`src/rtl/mem_access_pkg.sv`:
```
// Shared encodings for the memory access controller: op codes, FSM state codes, default widths.
package mem_access_pkg;

  localparam int ADDR_W_DEF = 5;
  localparam int DATA_W_DEF = 4;

  typedef enum logic [1:0] {
    OP_LOAD  = 2'd0,
    OP_STORE = 2'd1,
    OP_FILL  = 2'd2,
    OP_RSVD  = 2'd3
  } op_e;

  typedef logic [2:0] state_t;

  localparam state_t ST_IDLE = 3'd0;
  localparam state_t ST_RD   = 3'd1;
  localparam state_t ST_CAP  = 3'd2;
  localparam state_t ST_WR   = 3'd3;
  localparam state_t ST_FILL = 3'd4;
  localparam state_t ST_RESP = 3'd5;

endpackage

```
`src/rtl/mem_access_ctrl_if.sv`:
```
// Request/response handshake bundle between the load-store logic (master) and the controller (slave).
interface mem_access_ctrl_if
  import mem_access_pkg::*;
#(
  parameter int ADDR_W = ADDR_W_DEF,
  parameter int DATA_W = DATA_W_DEF
) ();

  logic              req_valid;
  logic              req_ready;
  logic [1:0]        req_op;
  logic [ADDR_W-1:0] req_addr;
  logic [DATA_W-1:0] req_data;
  logic [ADDR_W-1:0] req_len;
  logic              rsp_valid;
  logic              rsp_ready;
  logic [DATA_W-1:0] rsp_data;
  logic              rsp_err;

  modport master (
    output req_valid, req_op, req_addr, req_data, req_len, rsp_ready,
    input  req_ready, rsp_valid, rsp_data, rsp_err
  );

  modport slave (
    input  req_valid, req_op, req_addr, req_data, req_len, rsp_ready,
    output req_ready, rsp_valid, rsp_data, rsp_err
  );

endinterface

```
`src/rtl/mem_access_addr_gen.sv`:
```
// Address register with wrap-around increment plus the FILL word down-counter.
module mem_access_addr_gen #(
  parameter int ADDR_W = 5
) (
  input  logic              clk,
  input  logic              rst,
  input  logic              load,
  input  logic              step,
  input  logic [ADDR_W-1:0] load_addr,
  input  logic [ADDR_W-1:0] load_len,
  output logic [ADDR_W-1:0] addr,
  output logic              last
);

  logic [ADDR_W-1:0] addr_reg;
  logic [ADDR_W-1:0] count_reg;

  // The increment overflows naturally, giving the modulo-depth wrap.
  always_ff @(posedge clk) begin
    if (rst) begin
      addr_reg  <= '0;
      count_reg <= '0;
    end else if (load) begin
      addr_reg  <= load_addr;
      count_reg <= load_len;
    end else if (step) begin
      addr_reg  <= addr_reg + ADDR_W'(1);
      count_reg <= count_reg - ADDR_W'(1);
    end
  end

  assign addr = addr_reg;
  assign last = (count_reg == '0);

endmodule

```
`src/rtl/mem_access_ctrl.sv`:
```
// Single-outstanding LOAD/STORE/FILL controller for the registered-read RAM.
// Optional STORE read-back verification: define MEM_ACCESS_CTRL_VERIFY_EN.
module mem_access_ctrl
  import mem_access_pkg::*;
#(
  parameter int ADDR_W = ADDR_W_DEF,
  parameter int DATA_W = DATA_W_DEF
) (
  input  logic              clk,
  input  logic              rst,
  mem_access_ctrl_if.slave  bus,
  output logic              mem_read,
  output logic              mem_write,
  output logic [ADDR_W-1:0] mem_read_address,
  output logic [ADDR_W-1:0] mem_write_address,
  output logic [DATA_W-1:0] mem_data_to_write,
  input  logic [DATA_W-1:0] mem_data_read
);

  state_t            state_reg;
  op_e               op_reg;
  logic [DATA_W-1:0] data_reg;
  logic              rsp_valid_reg;
  logic [DATA_W-1:0] rsp_data_reg;
  logic              rsp_err_reg;
  logic              mem_read_reg;
  logic              mem_write_reg;

  logic              ready;
  logic              accept;
  logic              ag_step;
  logic              ag_last;
  logic [ADDR_W-1:0] ag_addr;

  assign ready   = (state_reg == ST_IDLE);
  assign accept  = bus.req_valid && ready;
  assign ag_step = (state_reg == ST_FILL) && !ag_last;

  mem_access_addr_gen #(
    .ADDR_W (ADDR_W)
  ) u_addr_gen (
    .clk       (clk),
    .rst       (rst),
    .load      (accept),
    .step      (ag_step),
    .load_addr (bus.req_addr),
    .load_len  (bus.req_len),
    .addr      (ag_addr),
    .last      (ag_last)
  );

  always_ff @(posedge clk) begin
    if (rst) begin
      state_reg     <= ST_IDLE;
      op_reg        <= OP_LOAD;
      data_reg      <= '0;
      rsp_valid_reg <= 1'b0;
      rsp_data_reg  <= '0;
      rsp_err_reg   <= 1'b0;
      mem_read_reg  <= 1'b0;
      mem_write_reg <= 1'b0;
    end else begin
      case (state_reg)
        ST_IDLE: begin
          if (accept) begin
            op_reg       <= op_e'(bus.req_op);
            data_reg     <= bus.req_data;
            rsp_data_reg <= '0;
            rsp_err_reg  <= 1'b0;
            case (op_e'(bus.req_op))
              OP_LOAD: begin
                state_reg    <= ST_RD;
                mem_read_reg <= 1'b1;
              end
              OP_STORE: begin
                state_reg     <= ST_WR;
                mem_write_reg <= 1'b1;
              end
              OP_FILL: begin
                state_reg     <= ST_FILL;
                mem_write_reg <= 1'b1;
              end
              default: begin
                state_reg   <= ST_RESP;
                rsp_err_reg <= 1'b1;
              end
            endcase
          end
        end
        ST_RD: begin
          mem_read_reg <= 1'b0;
          state_reg    <= ST_CAP;
        end
        ST_CAP: begin
          // Only a LOAD returns read data; a STORE read-back only flags a mismatch.
          if (op_reg == OP_LOAD) begin
            rsp_data_reg <= mem_data_read;
          end else begin
            rsp_err_reg <= (mem_data_read != data_reg);
          end
          state_reg <= ST_RESP;
        end
        ST_WR: begin
          mem_write_reg <= 1'b0;
`ifdef MEM_ACCESS_CTRL_VERIFY_EN
          mem_read_reg  <= 1'b1;
          state_reg     <= ST_RD;
`else
          state_reg     <= ST_RESP;
`endif
        end
        ST_FILL: begin
          if (ag_last) begin
            mem_write_reg <= 1'b0;
            state_reg     <= ST_RESP;
          end
        end
        ST_RESP: begin
          // rsp_valid rises one cycle after entering RESP and holds until taken.
          if (!rsp_valid_reg) begin
            rsp_valid_reg <= 1'b1;
          end else if (bus.rsp_ready) begin
            rsp_valid_reg <= 1'b0;
            rsp_data_reg  <= '0;
            rsp_err_reg   <= 1'b0;
            state_reg     <= ST_IDLE;
          end
        end
        default: begin
          state_reg     <= ST_IDLE;
          mem_read_reg  <= 1'b0;
          mem_write_reg <= 1'b0;
        end
      endcase
    end
  end

  assign bus.req_ready     = ready;
  assign bus.rsp_valid     = rsp_valid_reg;
  assign bus.rsp_data      = rsp_data_reg;
  assign bus.rsp_err       = rsp_err_reg;
  assign mem_read          = mem_read_reg;
  assign mem_write         = mem_write_reg;
  assign mem_read_address  = ag_addr;
  assign mem_write_address = ag_addr;
  assign mem_data_to_write = data_reg;

endmodule

```
`src/flat_wrapper.sv`:
```
// flat-port wrapper written by rule: the top's interface ports become plain ports
module mem_access_ctrl_flat import mem_access_pkg::*;
#(
  parameter int ADDR_W = ADDR_W_DEF,
  parameter int DATA_W = DATA_W_DEF
)
  (clk, rst, mem_read, mem_write, mem_read_address, mem_write_address, mem_data_to_write, mem_data_read, bus_req_valid, bus_req_op, bus_req_addr, bus_req_data, bus_req_len, bus_rsp_ready, bus_req_ready, bus_rsp_valid, bus_rsp_data, bus_rsp_err);
  mem_access_ctrl_if #(.ADDR_W(ADDR_W), .DATA_W(DATA_W)) bus_i ();
  input  logic clk;
  input  logic rst;
  output logic mem_read;
  output logic mem_write;
  output logic [ADDR_W-1:0] mem_read_address;
  output logic [ADDR_W-1:0] mem_write_address;
  output logic [DATA_W-1:0] mem_data_to_write;
  input  logic [DATA_W-1:0] mem_data_read;
  input wire logic [$bits(bus_i.req_valid)-1:0] bus_req_valid;
  input wire logic [$bits(bus_i.req_op)-1:0] bus_req_op;
  input wire logic [$bits(bus_i.req_addr)-1:0] bus_req_addr;
  input wire logic [$bits(bus_i.req_data)-1:0] bus_req_data;
  input wire logic [$bits(bus_i.req_len)-1:0] bus_req_len;
  input wire logic [$bits(bus_i.rsp_ready)-1:0] bus_rsp_ready;
  output wire logic [$bits(bus_i.req_ready)-1:0] bus_req_ready;
  output wire logic [$bits(bus_i.rsp_valid)-1:0] bus_rsp_valid;
  output wire logic [$bits(bus_i.rsp_data)-1:0] bus_rsp_data;
  output wire logic [$bits(bus_i.rsp_err)-1:0] bus_rsp_err;
  assign bus_i.req_valid = bus_req_valid;
  assign bus_i.req_op = bus_req_op;
  assign bus_i.req_addr = bus_req_addr;
  assign bus_i.req_data = bus_req_data;
  assign bus_i.req_len = bus_req_len;
  assign bus_i.rsp_ready = bus_rsp_ready;
  assign bus_req_ready = bus_i.req_ready;
  assign bus_rsp_valid = bus_i.rsp_valid;
  assign bus_rsp_data = bus_i.rsp_data;
  assign bus_rsp_err = bus_i.rsp_err;
  mem_access_ctrl #(.ADDR_W(ADDR_W), .DATA_W(DATA_W)) u_core (.clk(clk), .rst(rst), .bus(bus_i), .mem_read(mem_read), .mem_write(mem_write), .mem_read_address(mem_read_address), .mem_write_address(mem_write_address), .mem_data_to_write(mem_data_to_write), .mem_data_read(mem_data_read));
endmodule
```
`config.mk`:
```
export PLATFORM = sky130hd
export DESIGN_NAME = mem_access_ctrl_flat
export DESIGN_NICKNAME = d
export VERILOG_FILES = /design/src/rtl/mem_access_pkg.sv /design/src/rtl/mem_access_ctrl_if.sv /design/src/rtl/mem_access_addr_gen.sv /design/src/rtl/mem_access_ctrl.sv /design/src/flat_wrapper.sv
export SDC_FILE = /design/constraint.sdc
export NUM_CORES = 1
export LEC_CHECK = 0
export BUFFER_PORTS_ARGS = -buffer_cell sky130_fd_sc_hd__buf_4
export CAP_MARGIN = 0
export CELL_PAD_IN_SITES_DETAIL_PLACEMENT = 1
export CELL_PAD_IN_SITES_GLOBAL_PLACEMENT = 2
export CORE_ASPECT_RATIO = 1.75
export CORE_UTILIZATION = 28
export CTS_CLUSTER_SIZE = 40
export DETAILED_ROUTE_END_ITERATION = 12
export GPL_TIMING_DRIVEN = 0
export PLACE_DENSITY_LB_ADDON = 0.1
export SLEW_MARGIN = 20
export SYNTH_ARGS = -nofsm -noshare
export SYNTH_HDL_FRONTEND = slang
export SYNTH_SLANG_ARGS = --single-unit
```
`constraint.sdc`:
```
create_clock -name clk -period 2.4 [get_ports clk]
set_input_delay 0.24 -clock clk [delete_from_list [all_inputs] [get_ports clk]]
set_output_delay 0.24 -clock clk [all_outputs]
set_load 0.02 [all_outputs]
```
==> impl_metrics.prom, run 1 <==
# TYPE chip_impl_metric gauge
chip_impl_metric{name="grt_pass1_vias",unit=""} 1562
chip_impl_metric{name="vias_per_cell",unit=""} 5.15
chip_impl_metric{name="drt_pass1_iterations",unit=""} 8
chip_impl_metric{name="clock_skew",unit="ns"} 0.00318
chip_impl_metric{name="largest_net_degree_at_the_start_of_global_routing",unit=""} 17
chip_impl_metric{name="finish.net_count",unit=""} 257
chip_impl_metric{name="cts_max_level",unit=""} 1
chip_impl_metric{name="ys_seq_area_frac",unit=""} 0.367
chip_impl_metric{name="routed_wire_length_per_instance",unit="um"} 16.0
chip_impl_metric{name="port_buffer_count",unit=""} 45
chip_impl_metric{name="cts.sinks",unit=""} 27
chip_impl_info{name="post_synth_main_area_contributors",value="dfxtp_1 37%, nand2_1 6.6%, a21oi_1 5.1%, ha_1 5.1%, nor2_1 4.3%"} 1
chip_impl_metric{name="floorplan.rows",unit=""} 34
chip_impl_metric{name="yosys.cell_types.count",unit=""} 43
chip_impl_info{name="tritoncts_clock_tree",value="yes"} 1
chip_impl_metric{name="postRouteAntennaNets",unit=""} 0
chip_impl_info{name="cts_root_cell",value="clkbuf_8"} 1
chip_impl_metric{name="initialDrtViolationCount",unit=""} 37
chip_impl_metric{name="area_fraction_of_the_dominant_cell_type_after_synthesis",unit=""} 0.367
chip_impl_metric{name="antenna_cells_inserted",unit=""} 0
chip_impl_metric{name="vias",unit=""} 1441
chip_impl_info{name="timing.setup.critical_path_class",value="flop to flop"} 1
chip_impl_info{name="hp-class",value="input pin to flop"} 1
chip_impl_info{name="synth_top_cells_by_count",value="27 x dfxtp_1, 26 x nand2_1, 17 x nor2_1"} 1
chip_impl_metric{name="final_number_of_max_transition_violations",unit=""} 0
chip_impl_metric{name="count_of_instances_resized_after_the_clock_tree_is_built",unit=""} 0
chip_impl_metric{name="grt_remaining_overflow",unit=""} 0
chip_impl_metric{name="multi_input_gate_area",unit="um^2"} 835
chip_impl_metric{name="boundaryPins",unit=""} 47
chip_impl_metric{name="async_flop_share",unit=""} 0
chip_impl_metric{name="place_congestion",unit=""} 0.741
chip_impl_metric{name="die_height",unit="um"} 98.0
chip_impl_metric{name="worstSkewPairLatency",unit="ns"} 0.28
chip_impl_metric{name="maxClockFrequency",unit="MHz"} 540
chip_impl_metric{name="tightestPinTransition",unit="ns"} 0.667
chip_impl_metric{name="remaining_drc_errors",unit=""} 6
chip_impl_metric{name="final_setup_vio_count",unit=""} 0
chip_impl_metric{name="worstPathMaxFanout",unit=""} 9
chip_impl_metric{name="cts-buffers-inserted",unit=""} 3
chip_impl_metric{name="worst_ir_drop_vdd",unit="mV"} 0.403
chip_impl_info{name="synth_top_area_cell",value="dfxtp_1"} 1
chip_impl_metric{name="timing.critical_path.required",unit="ns"} 2.60
chip_impl_metric{name="holdBufCountCts",unit=""} 0
chip_impl_metric{name="number_of_antenna_violations_at_the_first_check_in_global_routing",unit=""} 0
chip_impl_info{name="unrepaired_setup_endpoints_after_global_routing",value="false"} 1
chip_impl_info{name="setup.worst_path.end_class",value="flop"} 1
chip_impl_info{name="failed_checks",value="design-rule violations"} 1
chip_impl_metric{name="num-fill-cells",unit=""} 616
chip_impl_metric{name="yosysWarningCount",unit=""} 0
chip_impl_metric{name="synth_enable_flop_cells",unit=""} 0
chip_impl_info{name="synth_most_common_cell",value="dfxtp_1"} 1
chip_impl_metric{name="ys_ff_latch",unit=""} 27
chip_impl_metric{name="cts_buffer_depth",unit=""} 2
chip_impl_metric{name="final-hold-violation-count",unit=""} 0
chip_impl_metric{name="worstPathArrival",unit="ns"} 2.05
chip_impl_info{name="ys_dominant_reg_cell",value="dfxtp_1"} 1
chip_impl_metric{name="r2r.worst_path.cells",unit=""} 7
chip_impl_metric{name="power.leakage",unit="nW"} 0.819
chip_impl_metric{name="holdPathStages",unit=""} 3
chip_impl_metric{name="seq_area",unit="um^2"} 541
chip_impl_info{name="status",value="finished, violations left"} 1
chip_impl_metric{name="track_usage",unit=""} 0.171
chip_impl_metric{name="place_hpwl",unit="um"} 3520
chip_impl_metric{name="fp.dieArea",unit="mm^2"} 0.00557
chip_impl_metric{name="grt_pass1_wl",unit="um"} 7420
chip_impl_metric{name="syn_to_final_growth",unit="%"} 31.4
chip_impl_metric{name="post-route-min-period",unit="ns"} 1.85
chip_impl_metric{name="totalNegativeSetupSlack",unit="ns"} 0
chip_impl_metric{name="maxCapViolations",unit=""} 0
chip_impl_metric{name="initial_core_util",unit=""} 0.294
chip_impl_metric{name="core-area",unit="mm^2"} 0.00502
chip_impl_metric{name="power_density",unit="mW/mm^2"} 1150
chip_impl_metric{name="cts.repair_timing.setup_buffer_count",unit=""} 0
chip_impl_metric{name="period_share",unit=""} 0.772
chip_impl_metric{name="clk_pin_slew",unit="ns"} 0.10
chip_impl_metric{name="die-width",unit="um"} 56.8
chip_impl_metric{name="slew-limit-headroom",unit=""} 0.554
chip_impl_metric{name="drive_gt1_frac",unit=""} 0.292
chip_impl_metric{name="post_synth.cell_area_avg",unit="um^2"} 8.33
chip_impl_metric{name="drt-total-wl",unit="um"} 4480
chip_impl_metric{name="fin_area",unit="mm^2"} 0.00194
chip_impl_metric{name="synthCells",unit=""} 177
chip_impl_metric{name="placement.cell_area",unit="mm^2"} 0.00188
chip_impl_metric{name="syn_nets",unit=""} 207
chip_impl_metric{name="syn-cell-area",unit="mm^2"} 0.00147
chip_impl_info{name="crit_path_start_kind",value="flop"} 1
placed cells by master, fill, tap and decap left out, drive strengths merged, types with 2 or more instances in the layout:
master	netlist	final
a211oi	7	7
a21oi	15	15
a221oi	2	2
and3	2	2
buf	10	55
clkbuf	6	9
dfxtp	27	27
ha	6	6
inv	4	4
nand2	26	26
nand3	8	8
nor2	18	18
nor2b	3	3
nor3	4	4
o21ai	6	6
o21bai	2	2
o22a	2	2
xnor2	6	6
xor2	5	5
per-layer routing:
metal  wire [um]  GRT usage  part of all wire  vias up
met5           0          0                 0        -
met4          58     0.0507             0.013        0
met3         155     0.0185             0.035        5
met2        2600      0.336              0.58       29
met1        1670      0.184              0.37      691
li1            -          -                 -      716
where the power goes:
| part | leakage, nW | switching [mW] | internal [mW] |
|---|---|---|---|
| Clock | 0.0217 | 0.157 | 0.118 |
| Sequential | 0.221 | 0.121 | 0.577 |
| Combinational | 0.576 | 0.715 | 0.542 |
| Total | 0.819 | 0.993 | 1.24 |
path summary, 6_finish.rpt:
path,start,endpoint,slack [ns]
min reg2reg,u_core.u_addr_gen.count_reg[4],u_core.u_addr_gen.count_reg[4],0.48
max reg2reg,u_core.u_addr_gen.count_reg[0],u_core.u_addr_gen.addr[0],0.55
min,bus_req_data[2],u_core.mem_data_to_write[2],0.20
max,u_core.u_addr_gen.count_reg[0],u_core.u_addr_gen.addr[0],0.55
critical path: stages, from the launching register on:
cell	delay, ns
dfxtp_1	0.35
inv_1	0.07
ha_1	0.18
or4b_1	0.45
buf_4	0.20
and2_4	0.19
xnor2_1	0.12
a211oi_1	0.22
through the flow:
step	util	cells	hold slack, ns	power (mW)	setup slack [ns]
after floorplan	-	177	0.376	1.54	0.690
after global placement	0.374	276	0.460	1.92	0.573
after detailed placement	0.374	276	0.470	1.97	0.492
after CTS	0.384	280	0.192	2.25	0.450
after global routing	0.386	280	0.198	2.39	0.458
final	0.386	280	0.199	2.23	0.547
kinds of logic (layout without fill, tap and decap cells):
family | count (synthesis) | after routing | synth area share
buf+inv | 20 | 69 | 0.0730
fa+ha+maj | 6 | 6 | 0.0509
flops | 27 | 27 | 0.367
simple gates | 70 | 70 | 0.245
compound gates | 42 | 42 | 0.192
xor+xnor | 11 | 11 | 0.0654
mux | 1 | 1 | 0.00679
final cells by class:
| cell class | count | area share |
|---|---|---|
| Inverter | 4 | 0.00775 |
| Buffer | 16 | 0.0478 |
| Timing Repair Buffer | 45 | 0.174 |
| Tap cell | 54 | 0.0349 |
| Clock buffer | 3 | 0.0213 |
| Sequential cell | 27 | 0.279 |
| Clock inverter | 1 | 0.00388 |
| Multi-Input combinational cell | 130 | 0.431 |
Power figures use the tool's default switching activity.
==> run 2: changes to the inputs <==
- CORE_UTILIZATION: 28 -> 25
- clock period: 2.4 -> 1.65 ns (I/O delays scaled with it)
==> run 2 against run 1 <==
  * The run ends with negative setup slack left
  * Register-to-register slack got worse by 0.56 ns
  * Maximum frequency rose by 11%
  * Critical path type unchanged
  * Core utilization fell by 0.78 points
  * Sequential share of layout area fell by 2.3 points
  * Largest cell class unchanged
  * Critical endpoint unchanged
  * Clock power rose by 45%
  * Die area rose by 12%
  * Count of clock-buffer cells in the layout did not move
  * Clock skew rose by 0.0057 ns
  * Non-clock buffer count rose by 7
  * Design area rose by 9.9%
==> impl_metrics.prom, run 2 (synthesis results as in run 1) <==
# TYPE chip_impl_metric gauge
chip_impl_metric{name="drt_pass1_iterations",unit=""} 4
chip_impl_info{name="cts_root_cell",value="clkbuf_8"} 1
chip_impl_metric{name="drt-total-wl",unit="um"} 4820
chip_impl_info{name="cp_slowest_cell",value="or4b_4"} 1
chip_impl_info{name="final_cell_mix",value="59 x buf_4, 26 x nand2_1, 23 x dfxtp_1"} 1
chip_impl_metric{name="port_buffer_count",unit=""} 45
chip_impl_metric{name="final-hold-violation-count",unit=""} 0
chip_impl_metric{name="final_number_of_max_transition_violations",unit=""} 0
chip_impl_metric{name="maxCapViolations",unit=""} 0
chip_impl_metric{name="remaining_drc_errors",unit=""} 0
chip_impl_info{name="hp-class",value="input pin to flop"} 1
chip_impl_metric{name="slew-limit-headroom",unit=""} 0.540
chip_impl_metric{name="boundaryPins",unit=""} 47
chip_impl_metric{name="routed_wire_length_per_instance",unit="um"} 15.5
chip_impl_metric{name="clk_pin_slew",unit="ns"} 0.11
chip_impl_metric{name="cts.sinks",unit=""} 27
chip_impl_metric{name="worstPathArrival",unit="ns"} 1.87
chip_impl_metric{name="syn_to_final_growth",unit="%"} 44.4
chip_impl_metric{name="tightestPinTransition",unit="ns"} 0.687
chip_impl_metric{name="floorplan.rows",unit=""} 36
chip_impl_info{name="layout_commonest_cell",value="buf_4"} 1
chip_impl_info{name="cell_chain_of_the_critical_path",value="inv_2 -> ha_4 -> or4b_4 -> and2_4 -> xnor2_1 -> a211oi_1"} 1
chip_impl_metric{name="fin_hold_ws",unit="ns"} 0.122
chip_impl_metric{name="worst_ir_drop_vdd",unit="mV"} 0.512
chip_impl_metric{name="critical_path.max_stage_delay",unit="ns"} 0.53
chip_impl_metric{name="totalNegativeSetupSlack",unit="ns"} -0.0171
chip_impl_metric{name="post-route-min-period",unit="ns"} 1.66
chip_impl_metric{name="place_congestion",unit=""} 0.724
chip_impl_metric{name="place_hpwl",unit="um"} 3550
chip_impl_metric{name="initial_core_util",unit=""} 0.262
chip_impl_metric{name="grt_remaining_overflow",unit=""} 0
chip_impl_metric{name="vias_per_cell",unit=""} 4.69
chip_impl_metric{name="postRouteAntennaNets",unit=""} 0
chip_impl_metric{name="timing.critical_path.required",unit="ns"} 1.86
chip_impl_info{name="crit_path_start_kind",value="flop"} 1
chip_impl_metric{name="largest_net_degree_at_the_start_of_global_routing",unit=""} 16
chip_impl_metric{name="dpl.cell_count",unit=""} 298
chip_impl_metric{name="fp.dieArea",unit="mm^2"} 0.00622
chip_impl_metric{name="holdBufCountCts",unit=""} 0
chip_impl_metric{name="cts-buffers-inserted",unit=""} 3
chip_impl_metric{name="worstSkewPairLatency",unit="ns"} 0.28
chip_impl_metric{name="power_density",unit="mW/mm^2"} 1700
chip_impl_info{name="setup.worst_path.end_class",value="flop"} 1
chip_impl_metric{name="die-width",unit="um"} 60.0
chip_impl_metric{name="finish.net_count",unit=""} 265
chip_impl_metric{name="initialDrtViolationCount",unit=""} 26
chip_impl_metric{name="drive_gt1_frac",unit=""} 0.415
chip_impl_metric{name="instances_no_fill",unit=""} 310
chip_impl_info{name="status",value="finished, violations left"} 1
chip_impl_metric{name="placement.cell_area",unit="mm^2"} 0.00192
chip_impl_metric{name="vias",unit=""} 1453
chip_impl_metric{name="core-area",unit="mm^2"} 0.00563
chip_impl_metric{name="maxClockFrequency",unit="MHz"} 601
chip_impl_metric{name="cts_max_level",unit=""} 1
chip_impl_metric{name="antenna_cells_inserted",unit=""} 0
chip_impl_metric{name="layout_setup_ws",unit="ns"} -0.0132
chip_impl_info{name="timing.setup.critical_path_class",value="flop to flop"} 1
chip_impl_metric{name="die_height",unit="um"} 104
chip_impl_metric{name="power.leakage",unit="nW"} 0.896
chip_impl_metric{name="grt_pass1_wl",unit="um"} 7650
chip_impl_metric{name="grt_pass1_vias",unit=""} 1564
chip_impl_info{name="failed_checks",value="negative setup slack"} 1
chip_impl_metric{name="worstPathMaxFanout",unit=""} 5
chip_impl_info{name="tritoncts_clock_tree",value="yes"} 1
chip_impl_metric{name="track_usage",unit=""} 0.164
chip_impl_metric{name="period_share",unit=""} 1.01
chip_impl_metric{name="clock_skew",unit="ns"} 0.00890
chip_impl_metric{name="final_setup_vio_count",unit=""} 2
chip_impl_metric{name="fin_area",unit="mm^2"} 0.00213
chip_impl_metric{name="number_of_antenna_violations_at_the_first_check_in_global_routing",unit=""} 0
chip_impl_info{name="unrepaired_setup_endpoints_after_global_routing",value="true"} 1
chip_impl_metric{name="cts_buffer_depth",unit=""} 2
==> run 2: cell types whose count changed in the layout (fill, tap and decap cells not counted), sizes merged <==
cell	before	now
buf	55	62
clkinv	0	1
clkinvlp	1	0
or4b	1	2
==> run 2: metrics by stage <==
step                total power [mW]  setup slack (ns)  utilization
detailed placement              2.93            -0.209        0.342
global route                    3.88           -0.0604        0.378
global placement                2.86            -0.184        0.342
floorplan                       2.31           0.00189            -
CTS                             3.49           -0.0528        0.361
finish                          3.62           -0.0132        0.378
==> run 2: final timing paths <==
check                           cells past startpoint                        endpoint  slack, ns                           start
worst max register to register                      6       u_core.u_addr_gen.addr[0]      -0.01  u_core.u_addr_gen.count_reg[0]
worst min register to register                      2     u_core.mem_data_to_write[3]       0.49     u_core.mem_data_to_write[3]
worst max-delay path                                6       u_core.u_addr_gen.addr[0]      -0.01  u_core.u_addr_gen.count_reg[0]
worst min-delay path                                3  u_core.u_addr_gen.count_reg[1]       0.12                  bus_req_len[1]
==> run 2: worst max-delay path, delay by kind of cell, from the launching register on <==
family	cells	cell delay [ns]
compound gates	1	0.19
simple gates	2	0.73
flops	1	0.35
xor+xnor	1	0.12
fa+ha+maj	1	0.13
buf+inv	1	0.07
==> run 2: power breakdown <==
| group | switching, mW | internal, mW |
|---|---|---|
| sequential | 0.202 | 0.848 |
| combinational | 1.16 | 1.01 |
| clock | 0.231 | 0.170 |
| total | 1.59 | 2.03 |
==> run 2: final cells by class <==
class / count / area (um^2)
buffer: 15 / 101
clock buffer: 3 / 41.3
clock inverter: 1 / 5.00
fill: 688 / 3500
inverter: 4 / 15.0
multi-input combinational: 131 / 927
sequential: 27 / 546
tap: 76 / 95.1
timing repair buffer: 53 / 398
==> run 2: timing repair <==
action                                  4_1_cts  5_1_grt
endpoints found under the setup margin       19       18
gates resized for setup                       7       23
pin swaps                                     2       11
setup buffers                                 3        5
gates cloned                                  1        0
==> run 2: per-layer routing <==
| metal | share of wire | global-route usage | vias up |
|---|---|---|---|
| met5 | 0 | 0 | - |
| met4 | 0.013 | 0.0581 | 0 |
| met3 | 0.027 | 0.0162 | 5 |
| met2 | 0.60 | 0.309 | 28 |
| met1 | 0.36 | 0.178 | 697 |
| li1 | - | - | 723 |
